$ cat config.mk
export PLATFORM = sky130hd
export DESIGN_NAME = if_id_stage
export DESIGN_NICKNAME = d
export VERILOG_FILES = /design/src/rtl/cpu_pkg.sv /design/src/rtl/if_id_reg.sv /design/src/rtl/if_id_stage.sv
export SDC_FILE = /design/constraint.sdc
export NUM_CORES = 1
export LEC_CHECK = 0
export ABC_CLOCK_PERIOD_IN_PS = 2150
export CELL_PAD_IN_SITES_DETAIL_PLACEMENT = 0
export CELL_PAD_IN_SITES_GLOBAL_PLACEMENT = 1
export CORE_UTILIZATION = 28
export CTS_BUF_LIST = sky130_fd_sc_hd__clkbuf_16
export DETAILED_ROUTE_END_ITERATION = 10
export GPL_TIMING_DRIVEN = 0
export PLACE_DENSITY_LB_ADDON = 0.12
export SYNTH_ARGS = -nofsm -noshare
export SYNTH_HDL_FRONTEND = slang
export SYNTH_SLANG_ARGS = --single-unit
export TNS_END_PERCENT = 30
$ cat constraint.sdc
create_clock -name clk -period 2.15 [get_ports clk]
set_clock_uncertainty 0.15 [all_clocks]
set_input_delay 0.3225 -clock clk [delete_from_list [all_inputs] [get_ports clk]]
set_output_delay 0.3225 -clock clk [all_outputs]
set_load 0.02 [all_outputs]
$ cat src/rtl/cpu_pkg.sv
// Shared fetch-side definitions: instruction/PC constants, the fetch state
// enum and the IF/ID payload layout. The PC register reads the same constants.
package cpu_pkg;

   localparam int unsigned XLEN         = 32;
   localparam logic [31:0] NOP_INSTR    = 32'h0000_0000;
   localparam logic [31:0] RESET_PC     = 32'h0040_0000;
   localparam logic [31:0] PC_LIMIT     = 32'h0040_0060;
   localparam int unsigned DRAIN_CYCLES = 4;

   typedef enum logic [1:0] {
      RUN   = 2'd0,
      DRAIN = 2'd1,
      HALT  = 2'd2
   } fetch_state_e;

   // One IF/ID pipeline entry as seen by decode
   typedef struct packed {
      logic [XLEN-1:0] pc;
      logic [XLEN-1:0] pc_plus4;
      logic [XLEN-1:0] instr;
      logic            valid;
   } if_id_t;

endpackage

$ cat src/rtl/if_id_reg.sv
// IF/ID pipeline register with reset > bubble > stall > load priority.
// Ports: clk, reset (sync, active-low), bubble (insert NOP), stall (hold),
//        pc_in/pc_plus4_in/instr_in (load data), pc/pc_plus4/instr/valid (entry).
module if_id_reg
   import cpu_pkg::*;
#(
   parameter logic [31:0] RESET_VAL = cpu_pkg::RESET_PC
) (
   input  logic            clk,
   input  logic            reset,
   input  logic            bubble,
   input  logic            stall,
   input  logic [XLEN-1:0] pc_in,
   input  logic [XLEN-1:0] pc_plus4_in,
   input  logic [XLEN-1:0] instr_in,
   output logic [XLEN-1:0] pc,
   output logic [XLEN-1:0] pc_plus4,
   output logic [XLEN-1:0] instr,
   output logic            valid
);

   if_id_t entry_q;
   if_id_t entry_d;

   // A bubble keeps the PC fields so decode still sees where the hole sits
   always_comb begin
      entry_d = entry_q;
      if (bubble) begin
         entry_d.instr = NOP_INSTR;
         entry_d.valid = 1'b0;
      end else if (!stall) begin
         entry_d.pc       = pc_in;
         entry_d.pc_plus4 = pc_plus4_in;
         entry_d.instr    = instr_in;
         entry_d.valid    = 1'b1;
      end
   end

   always_ff @(posedge clk) begin
      if (!reset) begin
         entry_q.pc       <= RESET_VAL;
         entry_q.pc_plus4 <= RESET_VAL + XLEN'(4);
         entry_q.instr    <= NOP_INSTR;
         entry_q.valid    <= 1'b0;
      end else begin
         entry_q <= entry_d;
      end
   end

   assign pc       = entry_q.pc;
   assign pc_plus4 = entry_q.pc_plus4;
   assign instr    = entry_q.instr;
   assign valid    = entry_q.valid;

endmodule

$ cat src/rtl/if_id_stage.sv
// Fetch stage glue: next-PC/keep generation for the PC register, IF/ID
// register control, and end-of-image drain/halt sequencing.
// Ports: clk, reset (sync, active-low), pc_if/instr_if (fetch), stall/flush/
//        branch_target (hazard/branch), pc_next/pc_keep (comb, to PC register),
//        id_pc/id_pc_plus4/id_instr/id_valid (IF/ID), halted.
module if_id_stage
   import cpu_pkg::XLEN;
   import cpu_pkg::fetch_state_e;
   import cpu_pkg::RUN;
   import cpu_pkg::DRAIN;
   import cpu_pkg::HALT;
#(
   parameter logic [31:0] RESET_PC     = cpu_pkg::RESET_PC,
   parameter logic [31:0] PC_LIMIT     = cpu_pkg::PC_LIMIT,
   parameter int unsigned DRAIN_CYCLES = cpu_pkg::DRAIN_CYCLES
) (
   input  logic            clk,
   input  logic            reset,
   input  logic [XLEN-1:0] pc_if,
   input  logic [XLEN-1:0] instr_if,
   input  logic            stall,
   input  logic            flush,
   input  logic [XLEN-1:0] branch_target,
   output logic [XLEN-1:0] pc_next,
   output logic            pc_keep,
   output logic [XLEN-1:0] id_pc,
   output logic [XLEN-1:0] id_pc_plus4,
   output logic [XLEN-1:0] id_instr,
   output logic            id_valid,
   output logic            halted
);

   localparam int unsigned     CNT_W    = (DRAIN_CYCLES > 1) ? $clog2(DRAIN_CYCLES) : 1;
   localparam logic [CNT_W-1:0] CNT_LAST = CNT_W'(DRAIN_CYCLES - 1);

   fetch_state_e     state_q, state_d;
   logic [CNT_W-1:0] cnt_q, cnt_d;
   logic             halted_q, halted_d;

   logic             flush_eff_c;
   logic             go_drain_c;
   logic             bubble_c;
   logic [XLEN-1:0]  pc_plus4_c;

   // Next-state, drain counter and IF/ID control
   always_comb begin
      state_d     = state_q;
      cnt_d       = cnt_q;
      flush_eff_c = flush & (state_q != HALT);
      pc_plus4_c  = pc_if + XLEN'(4);
      go_drain_c  = (state_q == RUN) & (pc_if >= PC_LIMIT) & ~stall & ~flush;
      // Leaving RUN or sitting outside it always feeds decode a bubble
      bubble_c    = flush_eff_c | (state_q != RUN) | go_drain_c;

      case (state_q)
         RUN: begin
            if (go_drain_c) begin
               state_d = DRAIN;
               cnt_d   = '0;
            end
         end
         DRAIN: begin
            // A branch still in ID can pull fetch back into the program
            if (flush) begin
               state_d = RUN;
               cnt_d   = '0;
            end else begin
               if (cnt_q == CNT_LAST) state_d = HALT;
               cnt_d = cnt_q + CNT_W'(1);
            end
         end
         HALT:    state_d = HALT;
         default: state_d = RUN;
      endcase

      halted_d = (state_d == HALT);
   end

   always_ff @(posedge clk) begin
      if (!reset) begin
         state_q  <= RUN;
         cnt_q    <= '0;
         halted_q <= 1'b0;
      end else begin
         state_q  <= state_d;
         cnt_q    <= cnt_d;
         halted_q <= halted_d;
      end
   end

   // Feeds the PC register directly; no register in between
   assign pc_next = flush_eff_c ? branch_target : pc_plus4_c;
   assign pc_keep = ~flush_eff_c & (stall | (state_q != RUN));
   assign halted  = halted_q;

   if_id_reg #(
      .RESET_VAL (RESET_PC)
   ) u_if_id_reg (
      .clk         (clk),
      .reset       (reset),
      .bubble      (bubble_c),
      .stall       (stall),
      .pc_in       (pc_if),
      .pc_plus4_in (pc_plus4_c),
      .instr_in    (instr_if),
      .pc          (id_pc),
      .pc_plus4    (id_pc_plus4),
      .instr       (id_instr),
      .valid       (id_valid)
   );

endmodule

======== Word-level counts from Yosys, hierarchy flattened ========
Cells that the tools add are included.
cells by class
  add/sub/neg operators ................... 2
  eq/ne operators ......................... 6
  reductions and logical operators ........ 6
  muxes and demuxes ....................... 8
  bitwise logic cells ..................... 13
  order comparisons ....................... 1
operators with widths
  cell                                                                                   number
  32-bit by 3-bit adder with 32-bit output, second input constant                        1
  32-bit by 23-bit greater-or-equal comparator with 1-bit output, second input constant  1
  32-bit 2-to-1 mux                                                                      1
  2-bit 2-to-1 mux                                                                       5
  2-bit equality test, second input constant                                             3
  2-bit case mux with 3 select lines                                                     1
  1-bit bitwise AND                                                                      5
  1-bit inverter                                                                         5
  2-bit != test, second input constant                                                   2
  2-bit case mux with 2 select lines                                                     1
  2-bit AND reduction                                                                    2
  2-bit nonzero test                                                                     2
  1-bit OR                                                                               3
  2-bit by 1-bit adder with 2-bit output, second input constant                          1
  2-bit by 1-bit equality test with 1-bit output, second input constant                  1
  2-bit zero test                                                                        1
  2-bit OR reduction                                                                     1
word-level totals
  input port bits ......................... 100
  word-level logic and storage cells ...... 43
  register bits ........................... 102
  output and inout bits ................... 131

======== Longest topological paths before layout ========
Gate-level depths: netlist of run 1.
  depth after elaboration ................. 7
  depth in mapped cells ................... 8
  gate-level depth less buffers ........... 6

======== By module ========
Synthesis of run 1 repeated with hierarchy kept, for this count alone.
unflattened totals
  cell total of the unflattened synthesis .. 556
  area, all modules ....................... 5089.9 um2
modules (own cells, without submodules)
  module       area each (um2)  instances  sequential area each (um2)  cells an instance
  if_id_reg    3824.9           1          1941.9                      400
  if_id_stage  1265.0           1          100.1                       156

======== Worst setup path before layout of run 1 ========
Ideal clock, no wire load.
  path type ............................... input to output
  start point ............................. input pc_if[5]
  end point ............................... output pc_next[17]
  path slack .............................. -0.113 ns
  stages .................................. 6
  arrival time ............................ 1.790 ns
  data required time ...................... 1.678 ns
  buffers on the path ..................... 1
  cell sequence ........................... clkbuf_2 nand4_4 nor4_4 nand4_1 xor2_1 a21oi_1
between the ends
  longest elaborated chain between the ends .. 2
ends and longest elaborated chain
  what                                      RTL line           text
  start: declaration                        if_id_stage.sv:19  input logic [XLEN-1:0] pc_if,
  32-bit by 3-bit adder with 32-bit output  if_id_stage.sv:50  pc_plus4_c = pc_if + XLEN'(4);
  32-bit 2-to-1 mux                         if_id_stage.sv:92  assign pc_next = flush_eff_c ? branch_target : pc_plus4_c;
  end: declaration                          if_id_stage.sv:24  output logic [XLEN-1:0] pc_next,
No other way between the ends.

======== Worst setup path after layout of run 1 ========
  start point ............................. input pc_if[4]
  end point ............................... output pc_next[22]
The elaborated chain is that of the path after synthesis.

==> summary.txt, run 1 <==
Status
  • Outcome: finished, violations left
  • Failing checks: setup timing

Timing
  • Pins Over Slew Limit: 0
  • Setup WS post-layout: -0.02008 ns
  • Final period util: 1.009
  • Min cycle time layout: 2.170 ns
  • Rel. slew slack: 0.6694
  • Worst-Margin Slew: 0.4958 ns
  • Max Freq: 460.8 MHz
  • RSZ-0062 raised after global routing: true
  • Final setup viols: 4
  • Final Hold Fails: 0
  • Hold_ws: 0.08916 ns
  • Setup TNS: -0.06241 ns

Floorplan
  • FP Rows: 46
  • Die X: 129.9 um
  • Initial Util: 0.2874
  • I/O pin count: 231
  • Die height: 129.9 um
  • Die area: 16880 um2
  • CORE AREA: 15940 um2

Yosys
  • Synth area leaders: dfxtp_1 (44%), a21oi_1 (11%), nand3b_1 (5.2%)
  • Cell with the most instances after synthesis: a21oi_1
  • Share of flip-flops with an asynchronous set or reset: 0
  • Top cell type's share of synthesized area: 0.4369
  • Register area share after synthesis: 0.4369
  • Synth Cell Area: 4582 um2
  • Top_reg_cell synth: dfxtp_1
  • EDFF count, synth: 0
  • Synth warn: 0
  • Cells after Synth: 554
  • Post-synthesis cell type count: 39
  • Area leader, netlist: dfxtp_1
  • Register bit count reported by yosys: 100
  • Avg Cell Area, Syn: 8.271 um2
  • Post-synth top cells: a21oi_1 (103), dfxtp_1 (100), nand2_1 (45)
  • Net Count, Synth: 657

Routing
  • Post-route ant nets: 0
  • WL/cell: 16.88 um
  • Number of remaining DRC errors: 0
  • Via count: 5072
  • 1st-iter DRT viols: 235
  • Via/cell ratio: 4.886
  • Drt first pass iters: 4
  • Final wirelength: 17520 um

Global route
  • Met3 usage: 0.04715
  • Vias in the first global route: 4982
  • Initial antenna violation count: 0
  • M1 GR Usage: 0.2478
  • GRT overflow: 0
  • Largest net degree at the start of global routing: 17
  • GRT Util Overall: 0.2046
  • Busiest grt layer: met2
  • Global-route wire length before repair: 26200 um
  • M2 GR Usage: 0.3454

Pwr
  • Lkg Pwr: 2.808 nW
  • Peak supply drop: 375.4 uV
  • Part of the power in registers: 0.444
  • Total net switching power: 0.001104 W
  • Logic pwr share: 0.163
  • Clock share of power: 0.393
  • PwrDens: 529.8 nW/um2
  • Switching Share: 0.2641
  • Internal power: 0.003075 W

Clock network
  • CTS tree: done
  • H-tree lvl count: 3
  • Clk buf depth: 2
  • Sinks on Clock Net: 100
  • Hold-fix buffers at CTS: 0
  • TritonCTS Buffers: 9
  • Clock root buffer: clkbuf_16
  • Worst-path clk slew: 0.07 ns
  • Clk_lat worst skew: 0.35 ns

Place
  • Final Wtd Congestion: 0.7698
  • Place WS: -1.479 ns
  • Placed Area: 7129 um2
  • IO Port Bufs: 226
  • DP HPWL: 13030 um

Cells and area
  • Layout cells sized above 1: 0.2080
  • Post-layout nets: 921
  • Number of inserted diodes: 0
  • Filler Cells Inserted: 1542
  • Synthesis-to-finish area growth: 72.15%
  • Finished Cell Area: 7888 um2

Setup path
  • Worst Path Arrival: 1.70 ns
  • CP Max Fanout: 7
  • CP required: 1.68 ns
  • Crit Path Class: input pin to output pin
  • Crit path capture type: output pin
  • CP startpoint kind: input pin

Job
  • Maxcap violations: 0

Hold path
  • Hold Crit Class: input pin to flop
[kinds of logic after synthesis]
group	share of synthesized area
adder cells (fa/ha/maj)	0.008193
AO/OA/AOI/OAI	0.1892
buffers and inverters	0.05379
AND/OR/NAND/NOR	0.2488
XOR/XNOR	0.05352
multiplexers	0.009557
flip-flops	0.4369
[through the flow]
stage | power [W] | utilization | std cells
after floorplan | 0.002157 | - | 554
after global placement | 0.002533 | 0.4472 | 996
after detailed placement | 0.002534 | 0.4472 | 996
after CTS | 0.004174 | 0.4820 | 1029
after global routing | 0.004309 | 0.4947 | 1038
final | 0.004179 | 0.4947 | 1038
[final timing paths]
check,startpoint,to,depth (start not counted),slack (ns)
worst max-delay path,pc_if[4],pc_next[22],8,-0.02
worst min register to register,u_if_id_reg.instr[31]$_SDFFE_PP0N_,u_if_id_reg.instr[31]$_SDFFE_PP0N_,2,0.30
worst max register to register,state_q[1]$_SDFF_PN0_,u_if_id_reg.pc[8]$_SDFFE_PN0P_,5,0.31
worst min-delay path,pc_if[11],u_if_id_reg.pc[11]$_SDFFE_PN0P_,3,0.09
[metal layers]
metal | wire length [um] | share of wire
met5 | 0 | 0
met4 | 428 | 0.024
met3 | 1294 | 0.074
met2 | 8346 | 0.48
met1 | 7455 | 0.43
[cell type report]
| class | count | area, um2 | area share |
|---|---|---|---|
| buffer | 47 | 334.1 | 0.04235 |
| inverter | 9 | 33.78 | 0.004283 |
| multi-input combinational | 398 | 2589 | 0.3282 |
| clock buffer | 9 | 225.2 | 0.02855 |
| tap | 216 | 270.3 | 0.03426 |
| sequential | 100 | 2007 | 0.2544 |
| clock inverter | 6 | 63.81 | 0.008090 |
| timing repair buffer | 253 | 2365 | 0.2998 |
[critical path: stages]
cell and delay, ns:
clkbuf_16 0.11, nand4_4 0.15, nor4_4 0.33, buf_6 0.18, nand3_4 0.10, xnor2_4 0.18, a21oi_1 0.15, buf_4 0.16
[sequential cells by signal, indices dropped and copies added, names as in the netlist]
name	cells
u_if_id_reg.pc_plus4	32
halted	1
u_if_id_reg.pc	30
cnt_q	2
state_q	2
u_if_id_reg.instr	32
u_if_id_reg.valid	1
[power groups by stage]
stage | logic [W] | clock network (W) | registers [W]
floorplan | 0.000259 | 0 | 0.00190
global placement | 0.000635 | 0 | 0.00190
detailed placement | 0.000636 | 0 | 0.00190
CTS | 0.000644 | 0.00167 | 0.00186
global route | 0.000727 | 0.00173 | 0.00185
finish | 0.000680 | 0.00164 | 0.00186
[timing repair]
item	in CTS	in global routing
buffers inserted	17	8
pin swaps	20	12
setup endpoints to repair	131	112
cloned	1	1
resized for setup	275	92
[cells in the final DEF (no fill, tap or decap), types with 12 or more instances in the layout]
| master | netlist | layout |
|---|---|---|
| buf_2 | 6 | 17 |
| and3_1 | 20 | 19 |
| nand3b_1 | 32 | 32 |
| clkbuf_16 | 0 | 12 |
| nand2_1 | 45 | 42 |
| a211oi_1 | 19 | 19 |
| xor2_1 | 17 | 14 |
| nor2_1 | 40 | 39 |
| o21ai_0 | 25 | 24 |
| clkbuf_2 | 2 | 13 |
| clkdlybuf4s50_1 | 0 | 168 |
| buf_6 | 0 | 13 |
| a21oi_1 | 103 | 89 |
| a21oi_2 | 0 | 14 |
| dfxtp_1 | 100 | 98 |
| clkbuf_1 | 31 | 19 |
| nand3_1 | 38 | 36 |
| buf_4 | 7 | 48 |
Note: power is estimated with default switching activity, not from simulation.
==> run 2: changes to the inputs <==
--- a/config.mk
+++ b/config.mk
@@ -13,6 +13,7 @@
 export DETAILED_ROUTE_END_ITERATION = 10
 export GPL_TIMING_DRIVEN = 0
 export PLACE_DENSITY_LB_ADDON = 0.12
+export SLEW_MARGIN = 15
 export SYNTH_ARGS = -nofsm -noshare
 export SYNTH_HDL_FRONTEND = slang
 export SYNTH_SLANG_ARGS = --single-unit
==> results of run 2 <==
Same layout as run 1: the final DEF is identical, and so are final timing and power.
